[config.mk]
export PLATFORM = sky130hd
export DESIGN_NAME = trdb_branch_map
export DESIGN_NICKNAME = d
export VERILOG_FILES = /design/src/rtl/trdb_branch_map.sv
export SDC_FILE = /design/constraint.sdc
export NUM_CORES = 1
export LEC_CHECK = 0
export BUFFER_PORTS_ARGS = -buffer_cell sky130_fd_sc_hd__buf_2
export CELL_PAD_IN_SITES_DETAIL_PLACEMENT = 2
export CELL_PAD_IN_SITES_GLOBAL_PLACEMENT = 2
export CORE_MARGIN = 2
export CORE_UTILIZATION = 34
export CTS_CLUSTER_DIAMETER = 120
export CTS_CLUSTER_SIZE = 14
export DETAILED_ROUTE_END_ITERATION = 16
export GPL_TIMING_DRIVEN = 0
export PLACE_DENSITY_LB_ADDON = 0.1
export SLEW_MARGIN = 25
export SYNTH_ARGS = -nofsm -noshare
export SYNTH_HDL_FRONTEND = slang
export SYNTH_SLANG_ARGS = --single-unit
[constraint.sdc]
create_clock -name clk_i -period 3 [get_ports clk_i]
set_input_delay 0.6 -clock clk_i [delete_from_list [all_inputs] [get_ports clk_i]]
set_output_delay 0.6 -clock clk_i [all_outputs]
set_load 0.1 [all_outputs]
[src/rtl/trdb_branch_map.sv]
`default_nettype none
// ============================================================================
// Module   : trdb_branch_map
// Purpose  : Packs retired conditional-branch outcomes into fixed-length maps
//            and hands them to the packet emitter over valid/ready.
// Options  : TRDB_BRANCH_MAP_STATS_EN adds branch/map statistics counters.
// Revision : 1.0 - initial release
// ============================================================================
module trdb_branch_map #(
    parameter int unsigned MAP_LEN = 31
) (
    input  logic                         clk_i,
    input  logic                         rst_ni,
    input  logic                         clear_i,
    input  logic                         valid_i,
    input  logic                         taken_i,
    input  logic                         flush_i,
    output logic                         map_valid_o,
    input  logic                         map_ready_i,
    output logic [MAP_LEN-1:0]           map_o,
    output logic [$clog2(MAP_LEN+1)-1:0] branches_o,
    output logic                         overflow_o
`ifdef TRDB_BRANCH_MAP_STATS_EN
    ,
    output logic [31:0]                  stat_branches_o,
    output logic [31:0]                  stat_maps_o
`endif
);

    localparam int unsigned c_CNT_W = $clog2(MAP_LEN + 1);
    localparam logic [c_CNT_W-1:0] c_FULL_CNT = c_CNT_W'(MAP_LEN);

    logic [MAP_LEN-1:0] r_acc_map;
    logic [c_CNT_W-1:0] r_acc_cnt;
    logic               r_pend;
    logic [MAP_LEN-1:0] r_map;
    logic [c_CNT_W-1:0] r_cnt;
    logic               r_valid;
    logic               r_ovf;

    logic               w_full;
    logic               w_free;
    logic               w_ins;
    logic               w_carry;
    logic               w_drop;
    logic               w_flush_req;
    logic               w_trig;
    logic               w_handoff;
    logic [MAP_LEN-1:0] w_post_map;
    logic [c_CNT_W-1:0] w_post_cnt;
    logic [MAP_LEN-1:0] w_new_bit;

    assign w_full      = (r_acc_cnt == c_FULL_CNT);
    assign w_free      = !r_valid || map_ready_i;
    assign w_ins       = valid_i && !w_full;
    // A branch arriving while a full map is leaving starts the next map.
    assign w_carry     = valid_i && w_full && w_free;
    assign w_drop      = valid_i && w_full && !w_free;
    assign w_flush_req = flush_i || r_pend;

    assign w_new_bit   = MAP_LEN'(!taken_i);
    assign w_post_map  = w_ins ? (r_acc_map | (w_new_bit << r_acc_cnt)) : r_acc_map;
    assign w_post_cnt  = r_acc_cnt + c_CNT_W'(w_ins);

    assign w_trig      = (w_post_cnt == c_FULL_CNT) ||
                         (w_flush_req && (w_post_cnt != '0));
    assign w_handoff   = w_trig && w_free;

    always_ff @(posedge clk_i or negedge rst_ni) begin
        if (!rst_ni) begin
            r_acc_map <= '0;
            r_acc_cnt <= '0;
            r_pend    <= 1'b0;
            r_map     <= '0;
            r_cnt     <= '0;
            r_valid   <= 1'b0;
            r_ovf     <= 1'b0;
        end else if (clear_i) begin
            r_acc_map <= '0;
            r_acc_cnt <= '0;
            r_pend    <= 1'b0;
            r_map     <= '0;
            r_cnt     <= '0;
            r_valid   <= 1'b0;
            r_ovf     <= 1'b0;
        end else begin
            if (w_drop) begin
                r_ovf <= 1'b1;
            end
            if (w_handoff) begin
                r_map   <= w_post_map;
                r_cnt   <= w_post_cnt;
                r_valid <= 1'b1;
                if (w_carry) begin
                    // The carried branch logically precedes any flush seen now.
                    r_acc_map <= w_new_bit;
                    r_acc_cnt <= c_CNT_W'(1);
                    r_pend    <= w_flush_req;
                end else begin
                    r_acc_map <= '0;
                    r_acc_cnt <= '0;
                    r_pend    <= 1'b0;
                end
            end else begin
                if (r_valid && map_ready_i) begin
                    r_valid <= 1'b0;
                end
                r_acc_map <= w_post_map;
                r_acc_cnt <= w_post_cnt;
                r_pend    <= w_flush_req && (w_post_cnt != '0);
            end
        end
    end

    assign map_valid_o = r_valid;
    assign map_o       = r_map;
    assign branches_o  = r_cnt;
    assign overflow_o  = r_ovf;

`ifdef TRDB_BRANCH_MAP_STATS_EN
    logic [31:0] r_stat_branches;
    logic [31:0] r_stat_maps;

    always_ff @(posedge clk_i or negedge rst_ni) begin
        if (!rst_ni) begin
            r_stat_branches <= '0;
            r_stat_maps     <= '0;
        end else if (clear_i) begin
            r_stat_branches <= '0;
            r_stat_maps     <= '0;
        end else begin
            if (w_ins || w_carry) begin
                r_stat_branches <= r_stat_branches + 32'd1;
            end
            if (r_valid && map_ready_i) begin
                r_stat_maps <= r_stat_maps + 32'd1;
            end
        end
    end

    assign stat_branches_o = r_stat_branches;
    assign stat_maps_o     = r_stat_maps;
`endif

endmodule
`default_nettype wire

==> results.md, run 1 <==
- Status: complete, no violations
- Critical path startpoint category: flop
- WL met3: roughly 320 um
- Worst-path clk slew: about 0.09 ns
- Distinct cells, synth: 40
- Fraction of layout cells with a size suffix above 1: 27.6%
- Worst setup EP type: flop
- Period utilisation layout: 95.5%
- Port-buffer cells: 43
- Gr usage total: 20.5%
- Remaining global-route overflow: 0
- Combinational power share: 31.9%
- Post-synth top area cell: dfrtp_1
- Routed wl met2: 5.21 mm
- CTS Buffer Depth: 2
- Root Buffer: clkbuf_8
- Max VDD drop: about 0.32 mV
- Reg2Reg Depth: 12
- Hpwl dp: between 7 and 8 mm
- Min-Delay Path Class: input port to async pin
- TritonCTS clock tree: yes
- Seq/Total Area, Yosys: 55.1%
- Post-Syn Instances: 302
- First-pass GRT wire length: between 15 and 20 mm
- Synth top area share: 55.1%
- Seq cells post-synth: between 70 and 80
- CP top delay family: compound AO/OA/AOI/OAI gates
- Setup Skew: 0.00919 ns
- Worst hold slack: 0.176 ns
- Req. time, crit path: 3.22 ns
- Post-synthesis simple-gate area fraction: 12.1%
- Worst Tran Pin Value: about 0.8 ns
- Most common cell in the netlist: dfrtp_1
- Synth cell count leaders: dfrtp_1, nor3_1, a21oi_1
- XOR/XNOR Fraction of Synth Area: 1.29%
- Final setup viols: 0
- Core Region: roughly 0.0097 sq mm
- Crit-path max FO: 10
- P per Cell Area: between 600 and 700 mW/mm^2
- Internal power: 1.67 mW
- Width of the die: 104 um
- Final ANT Viol Nets: 0
- Die H: 104 um
- Avg Vias per Cell: 5.64
- Io pins: 45
- Routability congestion estimate: 0.781
- Max Fclk: approximately 350 MHz
- Routed via count: 2838
- Reg power frac: 39.2%
- Total wire length: 10.6 mm
- Largest family of logic cells by synthesized area: compound AO/OA/AOI/OAI gates
- Fill count: 1052
- Post-synthesis mux area share: 1.87%
- CTS Sinks: 75
- Switching pwr: 1.16 mW
- Syn_area_per_cell: roughly 11 sq um
- Synth area leaders: dfrtp_1, o211a_1, o2111ai_1
- Synth Area in Adders: less than 1%
- FF-to-FF setup slack: around 0.13 ns
- Mapped Area: 0.00341 sq mm
- Max-slew headroom: 44.5%
- M1 WL: 4.99 mm
- Nets@finish: 374
- Fin Setup TNS: 0 ns
- Post-place setup slack: -0.559 ns
- DRC: 0
- Worst skew pair latency: 0.36 ns
- Leakage: 2.21 nW
- Top Layer Used: met4
- Count of final max-slew check failures: 0
- Mapped Nets: 311
- Initial antenna violation count: 0
- Setup ws final: 0.135 ns
- Prevailing post-synth register cell: dfrtp_1
- CP max stage delay: 0.37 ns
- Largest net degree at the start of global routing: 46
- Synth async-reset ratio: 100%
- Tmin final: 2.87 ns
- Crit path buf inv count: 4
- Initial DRC Count: 100
- Slowest-stage cell, CP: dfrtp_1
- Area growth syn-to-layout: 23.8%
- EDFF count, synth: 0
- Power share of the clock group: 28.9%
- WP data arrival: 3.09 ns
- Yosys synthesis warning count: 0
- N_diodes: 0
- Cts bufs inserted: 9
- Cell repeated most along the worst path: buf_8
- DIE AREA: between 0.01 and 0.015 sq mm
- Max-cap violations: 0
- Stages on worst setup path: 12
- CP cell instances: buf_4, nand2_1, o21a_1, ha_1, ha_4, and4bb_1, a221oi_4, buf_6, o211a_2, buf_8, buf_8, o32ai_1
- First-pass iteration count of the detailed router: 4
- Crit path kind: flop to flop
- Sw frac: 41.0%
- CTS H-Tree Depth: 3
- Synth Area in Compound Gates: 24.4%
- Initial Utilization: around a third
- Wire per inst: 21.1 um
- Row cnt: 36
- Hold Vio Cnt, Final: 0
- Vias in the first global route: approximately 3.0k
[power by group through the flow]
stage          sequential (mW)  clock (mW)  combinational [mW]
2_1_floorplan             1.54           0               0.243
3_3_place_gp              1.12           0               0.840
3_5_place_dp              1.13           0               0.858
4_1_cts                   1.11       0.836               0.889
5_1_grt                   1.12       0.879               0.949
6_report                  1.11       0.817               0.899
[final timing paths]
| kind | startpoint | endpoint |
|---|---|---|
| worst max-delay path | r_acc_cnt[1]$_DFF_PN0_ | branches_o[3]$_DFFE_PN0P_ |
| worst min-delay path | rst_ni | map_o[17]$_DFFE_PN0P_ |
| worst max register to register | r_acc_cnt[1]$_DFF_PN0_ | branches_o[3]$_DFFE_PN0P_ |
| worst min register to register | overflow_o$_DFFE_PN0P_ | overflow_o$_DFFE_PN0P_ |
| max in group asynchronous | rst_ni | r_acc_map[30]$_DFF_PN0_ |
| min in group clk_i | overflow_o$_DFFE_PN0P_ | overflow_o$_DFFE_PN0P_ |
[repair_timing]
| action | in CTS | in global routing |
|---|---|---|
| setup endpoints to repair | 74 | 68 |
| hold buffers | 0 | 0 |
| gates cloned | 0 | 0 |
| buffers inserted | 4 | 3 |
| resized for setup | 22 | 15 |
| pin swaps | 1 | 0 |
[layer usage]
| layer | global-route usage [%] | up-vias |
|---|---|---|
| li1 | - | 1299 |
| met1 | 28.3 | 1474 |
| met2 | 33.6 | 54 |
| met3 | 3.20 | 11 |
| met4 | 5.79 | 0 |
| met5 | 0 | - |
[cells in the final DEF, fill, tap and decap left out, types with 5 or more instances in the layout]
master and instances:
buf_2 43, clkbuf_2 5, o211a_1 30, nor2_1 5, nand3_1 5, buf_4 11, clkbuf_1 18, nand2_1 8
clkbuf_8 9, o2111ai_1 30, dfrtp_1 72, a21oi_1 31, nor3_1 35
[logic make-up (layout without fill, tap and decap cells)]
logic type | after synthesis | after routing
AO/OA/AOI/OAI | 105 | 105
XOR/XNOR | 5 | 5
adder cells (fa/ha/maj) | 2 | 2
buffers and inverters | 36 | 104
flip-flops | 75 | 75
multiplexers | 6 | 6
AND/OR/NAND/NOR | 73 | 73
[through the flow]
stage          utilization [%]  instances  power, mW  cell area [sq um]
3_5_place_dp              39.5        480       1.99               3840
4_1_cts                   42.6        500       2.83               4140
3_3_place_gp              38.9        478       1.96               3790
2_1_floorplan                -        302       1.78               3410
5_1_grt                   43.4        503       2.95               4220
6_report                  43.4        503       2.82               4220
[area by class of cell]
cell class              count  area, sq um  area share (%)
well taps                 133          166            3.95
plain buffers              34          199            4.72
clock buffers               9          124            2.94
flip-flops and latches     75         1880            44.6
multi-input cells         191         1460            34.5
repair buffers             52          309            7.33
clock inverters             7         76.3            1.81
inverters                   2         7.51           0.178
[state kept, by name, summed over array words and instances (netlist names)]
name	count
overflow_o	1
branches_o	5
r_acc_cnt	5
r_acc_map	31
map_valid_o	1
r_pend	1
map_o	31
(Power assumes the default switching activity.)
==> run 2, diff against run 1 <==
- CAP_MARGIN: default -> 20
- REMOVE_ABC_BUFFERS: default -> 1
==> results.md, run 2 (same netlist as run 1, synthesis figures left out) <==
- Status: complete, no violations
- Fin area: 0.00423 sq mm
- Req. time, crit path: between 3 and 4 ns
- Min-Delay Path Class: input port to async pin
- CP max stage delay: 0.38 ns
- Vias in the first global route: 2984
- Root Buffer: clkbuf_8
- Io pins: 45
- Crit path buf inv count: 3
- CTS Buffer Depth: 2
- Width of the die: around 100 um
- Max Fclk: 347 MHz
- Remaining global-route overflow: 0
- Critical path startpoint category: flop
- Fraction of layout cells with a size suffix above 1: ~28%
- Worst-path clk slew: 0.08 ns
- Die H: 104 um
- TritonCTS clock tree: yes
- Tmin final: 2.89 ns
- Total Power: 2.99 mW
- Gr usage total: 20.2%
- First-pass iteration count of the detailed router: 4
- Period utilisation layout: 96.2%
- Most common cell after layout, fill and taps aside: dfrtp_1
- N_diodes: 0
- Setup ws final: about 0.11 ns
- Routability congestion estimate: 0.766
- DIE AREA: 0.0108 sq mm
- Nets@finish: 351
- CTS Sinks: 75
- Avg Vias per Cell: 5.93
- Final Util: 43.4%
- Routed via count: 2840
- Max-cap violations: 0
- Crit-path max FO: 36
- Post-place setup slack: -0.722 ns
- Crit path kind: flop to flop
- Largest net degree at the start of global routing: 48
- Row cnt: 36
- WP data arrival: 3.08 ns
- CTS H-Tree Depth: 3
- Initial DRC Count: 111
- CP cell instances: nand2_1, o21a_1, ha_1, ha_4, and4bb_1, a221oi_4, buf_8, buf_8, o211a_4, buf_12, nor3_1
- P per Cell Area: between 700 and 800 mW/mm^2
- Worst skew pair latency: 0.35 ns
- RSZ-0062 raised after global routing: false
- First-pass GRT wire length: 17.2 mm
- Core Region: 0.00973 sq mm
- Total wire length: 10.4 mm
- Wire per inst: around 22 um
- Initial antenna violation count: 0
- Slowest-stage cell, CP: dfrtp_2
- Most frequent cells in the layout: dfrtp_1, buf_2, nor3_1, a21oi_1
- Max VDD drop: 0.279 mV
- Final ANT Viol Nets: 0
- Setup Skew: 0.00947 ns
- Initial Utilization: approximately a third
- Area growth syn-to-layout: 24.1%
- Final setup viols: 0
- CP top delay family: compound AO/OA/AOI/OAI gates
- Count of final max-slew check failures: 0
- Placed cell areas: 0.00386 sq mm
- Leakage: approximately 2.2 nW
- Hold Vio Cnt, Final: 0
- Max-slew headroom: 38.1%
- DRC: 0
- Worst setup EP type: flop
- Worst Tran Pin Value: 0.915 ns
- Post-CTS Hold Buffers: 0
- Cts bufs inserted: 9
- Cell repeated most along the worst path: buf_8
- Port-buffer cells: 44
- Hpwl dp: 6.00 mm
run 2: repair_timing:
action                                  CTS  global route
endpoints found under the setup margin   74            32
pin swaps                                 2             1
gates resized for setup                   8             1
setup buffers                             8             0
cloned                                    1             0
endpoints found under the hold margin     0             0
run 2: path summary, 6_finish.rpt:
| path | endpoint | slack (ns) | cells past startpoint | startpoint |
|---|---|---|---|---|
| min | r_acc_cnt[4]$_DFF_PN0_ | 0.18 | 1 | rst_ni |
| max in group asynchronous | r_acc_cnt[2]$_DFF_PN0_ | 2.23 | 2 | rst_ni |
| min in group clk_i | overflow_o$_DFFE_PN0P_ | 0.49 | 1 | overflow_o$_DFFE_PN0P_ |
| max | r_acc_map[11]$_DFF_PN0_ | 0.11 | 11 | r_acc_cnt[1]$_DFF_PN0_ |
| min reg2reg | overflow_o$_DFFE_PN0P_ | 0.49 | 1 | overflow_o$_DFFE_PN0P_ |
| max reg2reg | r_acc_map[11]$_DFF_PN0_ | 0.11 | 11 | r_acc_cnt[1]$_DFF_PN0_ |
run 2: layout make-up:
cell class / count / area [sq um]
Clock buffer: 11 / 151
Clock inverter: 4 / 97.6
Fill cell: 1027 / 5500
Inverter: 2 / 7.51
Multi-Input combinational cell: 192 / 1470
Sequential cell: 75 / 1880
Tap cell: 133 / 166
Timing Repair Buffer: 62 / 453
run 2: per-layer routing:
metal | wire length (um) | track usage, %
met5 | 0 | 0
met1 | 4610 | 27.0
met2 | 5150 | 33.0
met4 | 223 | 7.43
met3 | 413 | 3.45
run 2: where the power goes:
part           internal, mW  total [mW]  switching (mW)
registers              1.07        1.11          0.0318
clock network         0.594       0.971           0.378
logic                 0.210       0.909           0.699
total                  1.88        2.99            1.11
run 2: through the flow:
step | TNS (ns) | cells | hold WS (ns)
finish | 0 | 479 | 0.180
global route | 0 | 479 | 0.195
CTS | 0 | 479 | 0.182
detailed placement | -40.34 | 455 | 0.478
global placement | -177.72 | 445 | 0.468
floorplan | -63.15 | 268 | 0.304
==> run 3, diff against run 2 <==
- ABC_AREA: default -> 1
- CORE_UTILIZATION: 34 -> 33
==> results.md, run 3 <==
- Max-cap violations: 0
- Seq/Total Area, Yosys: 53.4%
- DIE AREA: ~0.011 sq mm
- Synth area leaders: dfrtp_1, o21ai_2, nand3_1
- Worst Tran Pin Value: 0.878 ns
- Hpwl dp: 5.57 mm
- Reg power frac: ~42%
- Avg Vias per Cell: 4.89
- Syn_area_per_cell: 9.90 sq um
- Worst Setup SP: r_acc_cnt[2]$_DFF_PN0_
- Total Power: 2.47 mW
- Critical path startpoint category: flop
- Largest net degree at the start of global routing: 48
- Worst skew pair latency: 0.37 ns
- RSZ-0062 raised after global routing: false
- Most frequent cells in the layout: dfrtp_1, nand3_1, buf_2, inv_1, nand2_1
- Final ANT Viol Nets: 0
- Min-Delay Path Class: input port to async pin
- Cts bufs inserted: 9
- Initial antenna violation count: 0
- Core Region: 0.0103 sq mm
- Post-place setup slack: -0.471 ns
- Nets@finish: a little over 400
- Distinct cells, synth: 26
- Combinational power share: 18.2%
- Fin Setup TNS: 0 ns
- TritonCTS clock tree: yes
- RR Startpoint: r_acc_cnt[2]$_DFF_PN0_
- Status: complete, no violations
- Yosys synthesis warning count: 0
- N_diodes: 0
- Most common cell in the netlist: dfrtp_1
- Most common cell after layout, fill and taps aside: dfrtp_1
- Crit path kind: flop to flop
- Power share of the clock group: between 30% and 40%
- First-pass GRT wire length: 15.7 mm
- CTS Sinks: 75
- Switching pwr: 779 uW
- Max VDD drop: 0.259 mV
- Hold Vio Cnt, Final: 0
- Synth cell count leaders: dfrtp_1, nand3_1, inv_1
- Req. time, crit path: 3.29 ns
- CTS Buffer Depth: 2
- Area growth syn-to-layout: 18.1%
- Leakage: 1.95 nW
- Period utilisation layout: 92.1%
- Tmin final: 2.76 ns
- WP data arrival: 3.05 ns
- Max-slew headroom: 41.5%
- P per Cell Area: 596 mW/mm^2
- Total wire length: approximately 9.6 mm
- Final setup viols: 0
- Fraction of layout cells with a size suffix above 1: roughly a third
- Width of the die: 107 um
- Sw frac: 31.5%
- Routed via count: 2653
- Count of final max-slew check failures: 0
- Worst-path clk slew: 0.08 ns
- Internal power: 1.69 mW
- First-pass iteration count of the detailed router: 4
- Initial Utilization: 34.0%
- Crit-path max FO: 16
- Worst r2r dst: r_acc_cnt[1]$_DFF_PN0_
- Mapped Area: 0.00351 sq mm
- Synth async-reset ratio: 100%
- Root Buffer: clkbuf_8
- EDFF count, synth: 0
- Initial DRC Count: 72
- Worst setup EP type: flop
- Io pins: 45
- Max Fclk: 362 MHz
- DRC: 0
- Prevailing post-synth register cell: dfrtp_1
- FF-to-FF setup slack: between 0.2 and 0.25 ns
- Post-synth top area cell: dfrtp_1
- Seq cells post-synth: 75
- Die H: between 100 and 150 um
- Setup Skew: 0.00904 ns
- Routability congestion estimate: 0.727
- Reg2Reg Depth: 14
- Vias in the first global route: 2860
- CTS H-Tree Depth: 3
- Wire per inst: about 18 um
- Remaining global-route overflow: 0
- Setup ws final: between 0.2 and 0.25 ns
- Post-Syn Instances: 355
- Row cnt: 37
- Gr usage total: 18.2%
- Synth top area share: 53.4%
- Port-buffer cells: 44
[run 3: per-stage QoR]
stage	hold slack [ns]	cell area [sq um]	utilization [%]	std cells
global placement	0.467	3750	36.4	517
finish	0.194	4150	40.2	542
CTS	0.202	4080	39.5	537
floorplan	0.304	3360	-	337
global route	0.227	4150	40.2	542
detailed placement	0.485	3780	36.6	518
[run 3: worst max-delay path by stage]
| stage | endpoint | slack, ns |
|---|---|---|
| 4_1_cts | r_acc_map[28]$_DFF_PN0_ | 0.01 |
| 6_report | r_acc_cnt[1]$_DFF_PN0_ | 0.24 |
| 5_1_grt | map_o[4]$_DFFE_PN0P_ | 0.01 |
| 3_5_place_dp | r_acc_map[30]$_DFF_PN0_ | -0.47 |
| 2_1_floorplan | r_acc_cnt[1]$_DFF_PN0_ | 0.26 |
| 3_3_place_gp | r_acc_cnt[1]$_DFF_PN0_ | -0.43 |
[run 3: metal layers]
| metal | GRT usage, % | part of all wire (%) | up-vias |
|---|---|---|---|
| met1 | 24.5 | 47 | 1360 |
| met4 | 8.07 | 2.0 | 0 |
| met2 | 29.1 | 49 | 38 |
| met5 | 0 | 0 | - |
| met3 | 2.43 | 2.4 | 12 |
| li1 | - | - | 1243 |
[run 3: cells by family (layout without fill, tap and decap cells)]
| kind of cell | count (synthesis) | after routing | share of synthesized area (%) |
|---|---|---|---|
| adder cells (fa/ha/maj) | 2 | 2 | 0.712 |
| AO/OA/AOI/OAI | 67 | 67 | 15.0 |
| buffers and inverters | 65 | 112 | 9.44 |
| AND/OR/NAND/NOR | 146 | 150 | 21.4 |
| flip-flops | 75 | 75 | 53.4 |
[run 3: repair_timing]
| item | in CTS | in global routing |
|---|---|---|
| buffers inserted | 0 | 4 |
| resized for setup | 5 | 2 |
| setup endpoints to repair | 72 | 72 |
| hold buffers | 0 | 0 |
| cloned | 3 | 1 |
[run 3: power by group through the flow]
stage | Combinational [mW] | Clock [mW] | Sequential, mW
6_report | 0.450 | 0.978 | 1.04
4_1_cts | 0.427 | 1.00 | 1.04
5_1_grt | 0.490 | 1.03 | 1.05
3_5_place_dp | 0.374 | 0 | 1.06
3_3_place_gp | 0.367 | 0 | 1.06
2_1_floorplan | 0.189 | 0 | 1.13
[run 3: worst max-delay path, cell delays in order, from the launching register on]
cell and delay, ns:
dfrtp_2 0.49, nand2_1 0.14, nor3_2 0.23, nor2_2 0.09, ha_1 0.22, ha_1 0.31
inv_1 0.12, nand2_1 0.06, nor2_1 0.11, nand3_1 0.10, nand2_1 0.11, nand2_4 0.16
nand2_8 0.20, nand2_8 0.16, nor2_1 0.16
[run 3: final cells by class]
type	instances	area (sq um)
clock buffer	12	145
multi-input combinational	219	1390
fill	1141	6180
clock inverter	4	97.6
sequential	75	1880
timing repair buffer	49	285
inverter	47	183
tap	136	170
